[src/rtl/uart_pkg.sv]
// rtl/uart_pkg.sv - shared types and helpers for the buffered UART transmitter
package uart_pkg;

    localparam int PARITY_NONE = 0;
    localparam int PARITY_ODD  = 1;
    localparam int PARITY_EVEN = 2;

    typedef enum logic [2:0] {
        IDLE,
        START,
        DATA,
        PARITY,
        STOP
    } tx_state_t;

    // Data is zero-extended to 9 bits by the caller; padding zeros leave the XOR unchanged.
    function automatic logic parity_bit(input logic [8:0] data, input int mode);
        case (mode)
            PARITY_ODD:  return ~^data;
            PARITY_EVEN: return ^data;
            default:     return 1'b0;
        endcase
    endfunction

endpackage

[src/rtl/sync_fifo.sv]
// rtl/sync_fifo.sv - single-clock FIFO with occupancy count and overflow pulse
module sync_fifo #(
    parameter int WIDTH = 8,
    parameter int DEPTH = 8
) (
    input  logic                       clk,
    input  logic                       rst_n,
    input  logic                       wr_en,
    input  logic [WIDTH-1:0]           wr_data,
    input  logic                       rd_en,
    output logic [WIDTH-1:0]           rd_data,
    output logic                       full,
    output logic                       empty,
    output logic [$clog2(DEPTH+1)-1:0] count,
    output logic                       overflow
);

    localparam int PTR_W = $clog2(DEPTH);
    localparam int CNT_W = $clog2(DEPTH + 1);

    logic [WIDTH-1:0] mem [DEPTH];
    logic [PTR_W-1:0] wr_ptr;
    logic [PTR_W-1:0] rd_ptr;
    logic             wr_ok;
    logic             rd_ok;

    // Full is judged before any same-cycle pop, so a write at full is always dropped.
    assign full    = (count == CNT_W'(DEPTH));
    assign empty   = (count == '0);
    assign wr_ok   = wr_en && !full;
    assign rd_ok   = rd_en && !empty;
    assign rd_data = mem[rd_ptr];

    always_ff @(posedge clk) begin
        if (wr_ok) begin
            mem[wr_ptr] <= wr_data;
        end
    end

    always_ff @(posedge clk or negedge rst_n) begin
        if (!rst_n) begin
            wr_ptr   <= '0;
            rd_ptr   <= '0;
            count    <= '0;
            overflow <= 1'b0;
        end else begin
            overflow <= wr_en && full;
            if (wr_ok) begin
                wr_ptr <= wr_ptr + PTR_W'(1);
            end
            if (rd_ok) begin
                rd_ptr <= rd_ptr + PTR_W'(1);
            end
            count <= count + CNT_W'(wr_ok) - CNT_W'(rd_ok);
        end
    end

endmodule

[src/rtl/uart_tx_buffered.sv]
// rtl/uart_tx_buffered.sv - FIFO-fed UART transmitter sending back-to-back frames
module uart_tx_buffered
    import uart_pkg::*;
#(
    parameter int CLK_FREQ    = 100_000_000,
    parameter int BAUD_RATE   = 19_200,
    parameter int DATA_BITS   = 8,
    parameter int PARITY_MODE = 1,
    parameter int STOP_BITS   = 1,
    parameter int DEPTH       = 8
) (
    input  logic                       clk,
    input  logic                       rst_n,
    input  logic                       wr_en,
    input  logic [DATA_BITS-1:0]       wr_data,
    output logic                       full,
    output logic                       empty,
    output logic [$clog2(DEPTH+1)-1:0] count,
    output logic                       overflow,
    output logic                       busy,
    output logic                       tx_done,
    output logic                       tx_out
);

    localparam int BAUD_DIV = CLK_FREQ / BAUD_RATE;
    localparam int CNT_W    = (BAUD_DIV > 1) ? $clog2(BAUD_DIV) : 1;

    localparam logic [CNT_W-1:0] BIT_LAST  = CNT_W'(BAUD_DIV - 1);
    localparam logic [CNT_W-1:0] DONE_AT   = CNT_W'(BAUD_DIV - 2);
    localparam logic [3:0]       DATA_LAST = 4'(DATA_BITS - 1);
    localparam logic [3:0]       STOP_LAST = 4'(STOP_BITS - 1);

    tx_state_t            state;
    logic [CNT_W-1:0]     bit_cnt;
    logic [3:0]           bit_idx;
    logic [DATA_BITS-1:0] shift;
    logic                 par;
    logic [DATA_BITS-1:0] head;
    logic                 bit_end;
    logic                 frame_end;
    logic                 pop;

    assign bit_end   = (bit_cnt == BIT_LAST);
    assign frame_end = (state == STOP) && bit_end && (bit_idx == STOP_LAST);
    assign pop       = !empty && ((state == IDLE) || frame_end);

    sync_fifo #(
        .WIDTH(DATA_BITS),
        .DEPTH(DEPTH)
    ) u_fifo (
        .clk     (clk),
        .rst_n   (rst_n),
        .wr_en   (wr_en),
        .wr_data (wr_data),
        .rd_en   (pop),
        .rd_data (head),
        .full    (full),
        .empty   (empty),
        .count   (count),
        .overflow(overflow)
    );

    always_ff @(posedge clk or negedge rst_n) begin
        if (!rst_n) begin
            state   <= IDLE;
            bit_cnt <= '0;
            bit_idx <= '0;
            shift   <= '0;
            par     <= 1'b0;
            tx_out  <= 1'b1;
            busy    <= 1'b0;
            tx_done <= 1'b0;
        end else begin
            // Registered, so it is raised one cycle early to land on the frame's final cycle.
            tx_done <= (state == STOP) && (bit_idx == STOP_LAST) && (bit_cnt == DONE_AT);
            bit_cnt <= bit_end ? '0 : bit_cnt + CNT_W'(1);
            if (pop) begin
                state   <= START;
                shift   <= head;
                par     <= parity_bit(9'(head), PARITY_MODE);
                bit_cnt <= '0;
                bit_idx <= '0;
                tx_out  <= 1'b0;
                busy    <= 1'b1;
            end else begin
                case (state)
                    IDLE: begin
                        bit_cnt <= '0;
                        bit_idx <= '0;
                        tx_out  <= 1'b1;
                        busy    <= 1'b0;
                    end
                    START: begin
                        if (bit_end) begin
                            state  <= DATA;
                            tx_out <= shift[0];
                        end
                    end
                    DATA: begin
                        if (bit_end) begin
                            if (bit_idx == DATA_LAST) begin
                                bit_idx <= '0;
                                if (PARITY_MODE != PARITY_NONE) begin
                                    state  <= PARITY;
                                    tx_out <= par;
                                end else begin
                                    state  <= STOP;
                                    tx_out <= 1'b1;
                                end
                            end else begin
                                bit_idx <= bit_idx + 4'd1;
                                shift   <= shift >> 1;
                                tx_out  <= shift[1];
                            end
                        end
                    end
                    PARITY: begin
                        if (bit_end) begin
                            state  <= STOP;
                            tx_out <= 1'b1;
                        end
                    end
                    STOP: begin
                        if (bit_end) begin
                            if (bit_idx == STOP_LAST) begin
                                state   <= IDLE;
                                bit_idx <= '0;
                                busy    <= 1'b0;
                            end else begin
                                bit_idx <= bit_idx + 4'd1;
                            end
                            tx_out <= 1'b1;
                        end
                    end
                    default: begin
                        state  <= IDLE;
                        tx_out <= 1'b1;
                        busy   <= 1'b0;
                    end
                endcase
            end
        end
    end

endmodule

[config.mk]
export PLATFORM = sky130hd
export DESIGN_NAME = uart_tx_buffered
export DESIGN_NICKNAME = d
export VERILOG_FILES = /design/src/rtl/uart_pkg.sv /design/src/rtl/sync_fifo.sv /design/src/rtl/uart_tx_buffered.sv
export SDC_FILE = /design/constraint.sdc
export NUM_CORES = 1
export LEC_CHECK = 0
export BUFFER_PORTS_ARGS = -buffer_cell sky130_fd_sc_hd__buf_2
export CORE_ASPECT_RATIO = 1.25
export CORE_MARGIN = 2
export CORE_UTILIZATION = 38
export CTS_CLUSTER_DIAMETER = 40
export DETAILED_ROUTE_END_ITERATION = 16
export HOLD_SLACK_MARGIN = 0.03
export MAX_ROUTING_LAYER = met4
export PLACE_DENSITY = 0.64
export SYNTH_ARGS = -nofsm -noshare
export SYNTH_HDL_FRONTEND = slang
export SYNTH_SLANG_ARGS = --single-unit
[constraint.sdc]
create_clock -name clk -period 3.1 [get_ports clk]
set_input_delay 0.62 -clock clk [delete_from_list [all_inputs] [get_ports clk]]
set_output_delay 0.62 -clock clk [all_outputs]
set_load 0.005 [all_outputs]
== Word-level counts from Yosys, hierarchy flattened ==
Memories as Yosys holds them, arrays and structs flattened.
Cells that the tools add are included.

* Output and inout bits: 10
* Memory bits (writable): 64
* Memories: 1
* Register bits after elaboration: 43
* Input port bits: 11

* Multiplexer cells: 33
* Equal/unequal tests: 18
* Reduce and logical (&&, ||, !) cells: 25
* Add/subtract/negate cells: 6

{| class="wikitable"
|+ Memory list
! memory !! words !! bits a word !! read ports !! clocked after memory_dff !! write ports !! RTL line !! source
|-
| u_fifo.mem || 8 || 8 || 1 || 0 || 1 || sync_fifo.sv:21 || <nowiki>logic [WIDTH-1:0] mem [DEPTH];</nowiki>
|}

{| class="wikitable"
|+ Operators with widths
! operator !! number
|-
| 2-to-1 mux 13 bit || 3
|-
| 2-to-1 mux 8 bit || 4
|-
| equality test 13 bit, second input constant || 2
|-
| 2-to-1 mux 3 bit || 7
|-
| 2-to-1 mux 4 bit || 5
|-
| != test 3 x 2 -> 1 bit, second input constant || 5
|-
| case mux 3 bit (5 select lines) || 1
|-
| adder 13 x 1 -> 13 bit, second input constant || 1
|-
| case mux 4 bit (3 select lines) || 1
|-
| AND reduction 3 bit || 4
|-
| 2-to-1 mux 1 bit || 10
|-
| XNOR reduction 9 bit || 1
|-
| logical AND 1 bit || 8
|-
| logical NOT 4 bit || 2
|-
| AND reduction 7 bit || 1
|-
| adder 3 x 1 -> 3 bit, second input constant || 2
|-
| equality test 3 x 2 -> 1 bit, second input constant || 2
|-
| != test 2 x 1 -> 1 bit, second input constant || 3
|-
| != test 3 x 1 -> 1 bit, second input constant || 2
|-
| adder 4 x 1 -> 4 bit || 1
|-
| adder 4 x 1 -> 4 bit, second input constant || 1
|-
| equality test 4 x 3 -> 1 bit, second input constant || 1
|-
| equality test 4 bit, second input constant || 1
|-
| nonzero test 2 bit || 2
|-
| other kinds (11) || 12
|}

== Depth between registers and ports, before layout ==
* Depth after elaboration: 7
* Mapped depth: 13

== By module ==
A second synthesis with hierarchy kept.

* Cell total of the unflattened synthesis: 329
* Area, all modules: 4907.2 um^2

{| class="wikitable"
|+ By module, submodules not included
! module !! cells an instance !! times used !! area an instance (um^2)
|-
| sync_fifo || 152 || 1 || 3099.2
|-
| uart_tx_buffered || 177 || 1 || 1808.0
|}

== Worst setup path before layout ==
Ideal clock, no wire load.

* Path kind: reg2reg
* Start: reg bit_cnt[3]
* End: reg u_fifo.count[2]
* Stages on the path, launching flop included: 12
* Setup slack: 0.390 ns
* Data arrival time: 2.587 ns
* Clock period less this slack: 2.710 ns
* Cells stage by stage: dfrtp_1 or4b_4 nor4_4 nand2_2 a21o_1 buf_6 clkinv_4 ha_1 inv_1 ha_1 fa_1 xor2_1

* Cells in the longest elaborated chain, start to end: 7

{| class="wikitable"
|+ RTL lines
! what !! RTL line !! source
|-
| start, declared || uart_tx_buffered.sv:34 || <nowiki>logic [CNT_W-1:0] bit_cnt;</nowiki>
|-
| start signal, assigned || uart_tx_buffered.sv:76 || <nowiki>bit_cnt <= bit_end ? '0 : bit_cnt + CNT_W'(1);</nowiki>
|-
| equality test 13 bit || uart_tx_buffered.sv:43 || <nowiki>assign bit_end = (bit_cnt == BIT_LAST);</nowiki>
|-
| logical AND 1 bit (2 in series) || uart_tx_buffered.sv:44 || <nowiki>assign frame_end = (state == STOP) && bit_end && (bit_idx == STOP_LAST);</nowiki>
|-
| logical OR 1 bit || uart_tx_buffered.sv:45 || <nowiki>assign pop = !empty && ((state == IDLE) || frame_end);</nowiki>
|-
| logical AND 1 bit || uart_tx_buffered.sv:45 ||
|-
| logical AND 1 bit || sync_fifo.sv:31 || <nowiki>assign rd_ok = rd_en && !empty;</nowiki>
|-
| named net u_fifo.rd_ok || sync_fifo.sv:25 || <nowiki>logic rd_ok;</nowiki>
|-
| subtractor 4 x 1 -> 4 bit || sync_fifo.sv:54 || <nowiki>count <= count + CNT_W'(wr_ok) - CNT_W'(rd_ok);</nowiki>
|-
| end signal, assigned || sync_fifo.sv:54 ||
|-
| end, declared || sync_fifo.sv:14 || <nowiki>output logic [$clog2(DEPTH+1)-1:0] count,</nowiki>
|}

The timed path passes the listed nets, and every way through them passes these cells.
A chain may end at the register's enable or synchronous reset.

== Worst setup path after layout ==
* Start: reg bit_cnt[3]
* End: reg u_fifo.count[3]

Same word-level chain as after synthesis.

==> impl_results.md <==
- Status: complete, no violations
- Power Dens Cells: 627.4 nW/um2
- Max Cap Viol: 0
- Aggregate global routing overflow: 0
- Reg2reg path depth: 11
- RSZ-0062 raised after global routing: no
- Gpl congestion: 0.8633
- Sequential Area: 2999 um2
- Rel. slew slack: 36.71%
- I/O pin total: 21
- Synth top area cells: edfxtp_1 (40%), dfrtp_1 (22%), mux4_2 (7.6%)
- Die H: 129.2 um
- Hold_ws: 418.2 ps
- H-tree level count: 3
- Final Setup Violations: 0
- Ys flop type: edfxtp_1
- Met2 Use GR: 23.49%
- Fill count: 1131
- Slowest stage cell, crit path: or4b_4
- Clk slew on worst S/H paths: 70 ps
- Synth warn: 0
- ANT nets after route: 0
- Min cycle time layout: 2852 ps
- Worst path bufs/invs: 2
- Fin cells: 529
- M1 GR Usage: 15.14%
- Arr. time, crit path: 3130 ps
- Final worst path period share: 92.01%
- Worst min path class: primary input to asynchronous set/reset pin
- Instance count of the mapped netlist: 329
- Final Core Density: 43.95%
- Number of synthesized register bits: 107
- CP Class: flop to flop
- Full die area: 13460 um2
- Largest net degree at the start of global routing: 44
- Core area: 12220 um2
- Clk_lat worst skew: 350 ps
- Tot GR Track Use: 13.69%
- Initial antenna violation count: 0
- Clock sinks: 107
- Vias/cell: 4.949
- WL/cell: 15.15 um
- Post-synth EDFFs: 64
- Die X: 104.2 um
- Startpoint types: flop
- Cell family with most CP delay: simple AND/OR/NAND/NOR gates
- R2R Path End: u_fifo.count[3]
- Area of the multi-input gates: 1640 um2
- Post-DP HPWL: 5.287 mm
- Share of layout cells above drive strength 1: 20.55%
- Cts repair resizes: 0
- Initial Utilization: 39.01%
- Setup bufs post-CTS: 0
- Vias: 2618
- Worst-margin pin slew: 949.3 ps
- Register area share after synthesis: 62.93%
- Worst r2r src: bit_cnt[3]
- TNS Setup: 0 ps
- Placed Area: 5089 um2
- Placed insts: 513
- Top achievable clock speed: 350.6 MHz
- Final wirelength: 8.015 mm
- Most common cell after layout, fill and taps aside: edfxtp_1
- Final Hold Fails: 0
- LEAKAGE: 2.073 nW
- GR peak layer: met2
- Hold_buf cts: 0
- DRT Pass-1 Iters: 4
- Maximum vdd drop: 510.3 uV
- Max-slew violation count: 0
- Fin nets: 384
- Cells along the critical path: or4b_4 -> nor4_4 -> nand2_2 -> a21o_1 -> clkinv_4 -> ha_1 -> inv_1 -> ha_1 -> a21o_1 -> a21oi_1 -> xor2_1
- Worst R2R Setup Slack: 250 ps
- CTS tree: done
- Crit-path max cell delay: 580 ps
- Post-Layout Inst Area: 5370 um2
- Crit. End Element: flop
- # rows: 45
- CTS Buf Count: 9
- Clk_skew: 5.580 ps
- Area leader, netlist: edfxtp_1
- First-pass GRT wire length: 13.43 mm
- CP startpoint: bit_cnt[3]
- Synth async-reset ratio: 40.19%
- Syn Area/Cell: 14.49 um2
- Synthesis-to-layout area growth: 12.68%
- Crit path required time: 3370 ps
- DRT iter0 DRCs: 130
- Post-synth cell types: 44
- Top cell type's share of synthesized area: 40.33%
- Synthesized cell area: 4766 um2
- Clk root buf: clkbuf_16
- Longest Clk Path Bufs: 2
- CP max FO: 5
- Most frequent cells in the layout: edfxtp_1 (64), dfrtp_1 (42), nor2_1 (29)
- Port buffer count: 20
- Antenna Cells: 0
- DRC violations left: 0
- Syn Nets: 353
- Met3 Use GR: 3.219%
- Vias in the first global route: 2663
## worst max path at each step
stage                                 end  slack [ps]  cells after the start
after global routing      u_fifo.count[3]          70                     11
after floorplan           u_fifo.count[2]         390                     11
after global placement    u_fifo.count[2]         380                     10
after detailed placement  u_fifo.count[2]         250                     10
final                     u_fifo.count[3]         250                     11
after CTS                 u_fifo.count[2]         240                     10
## kinds of logic (layout without fill, tap and decap cells)
group                      after synthesis  count (layout)  share of synthesized area [%]
and+or+nand+nor                         96              96                          10.76
muxes                                   38              38                          12.23
DFF                                    107             107                          62.93
adders and majority gates               13              13                          3.570
AOI/OAI and AO/OA                       24              24                          3.072
xor gates and xnor gates                26              26                          4.778
buffers and inverters                   25              61                          2.652
## Yosys cell counts (2+ instances only)
| master | number |
|---|---|
| edfxtp_1 | 64 |
| dfrtp_1 | 42 |
| nor2_1 | 29 |
| mux2i_1 | 20 |
| nand2_1 | 20 |
| mux4_2 | 16 |
| xnor2_1 | 13 |
| xor2_1 | 13 |
| ha_1 | 12 |
| inv_1 | 12 |
| nand3_1 | 10 |
| a21oi_1 | 7 |
| clkbuf_1 | 7 |
| nand2b_1 | 7 |
| o21ai_0 | 7 |
| and3_1 | 5 |
| nor3b_1 | 5 |
| nor3_1 | 4 |
| a21o_1 | 3 |
| buf_6 | 3 |
| and2_1 | 2 |
| mux2_2 | 2 |
| nand3b_1 | 2 |
| nand4_1 | 2 |
| o21ai_1 | 2 |
| or2_2 | 2 |
## report_power, final
group / internal (mW) / switching, mW / leakage (nW) / total [mW]
sequential: 1.70 / 0.0752 / 1.12 / 1.77
combinational: 0.225 / 0.284 / 0.818 / 0.509
clock: 0.561 / 0.527 / 0.139 / 1.09
## registers in the layout, indices dropped and copies added, names as in the netlist
name / flops
tx_out: 1
par: 1
tx_done: 1
bit_idx: 4
u_fifo.overflow: 1
shift: 8
u_fifo.wr_ptr: 3
u_fifo.rd_ptr: 3
busy: 1
state: 3
u_fifo.count: 4
u_fifo.mem: 64
bit_cnt: 13
## final cells by class
class,instances,share of cell area [%]
Inverter,13,1.002
Clock inverter,6,0.9786
Timing Repair Buffer,32,3.541
Clock buffer,10,4.264
Tap cell,164,3.821
Multi-Input combinational cell,197,30.55
Sequential cell,107,55.85
## layer usage
metal | up-vias | part of all wire (%)
li1 | 1255 | -
met3 | 13 | 2.8
met5 | - | 0
met1 | 1308 | 42
met2 | 42 | 53
met4 | 0 | 2.0
## through the flow
stage / total power, mW / worst slack, ps
detailed placement: 2.327 / 252.3
CTS: 3.417 / 242.9
global route: 3.541 / 67.54
global placement: 2.296 / 384.8
floorplan: 2.109 / 390.2
finish: 3.369 / 247.8
(Power assumes the default switching activity.)
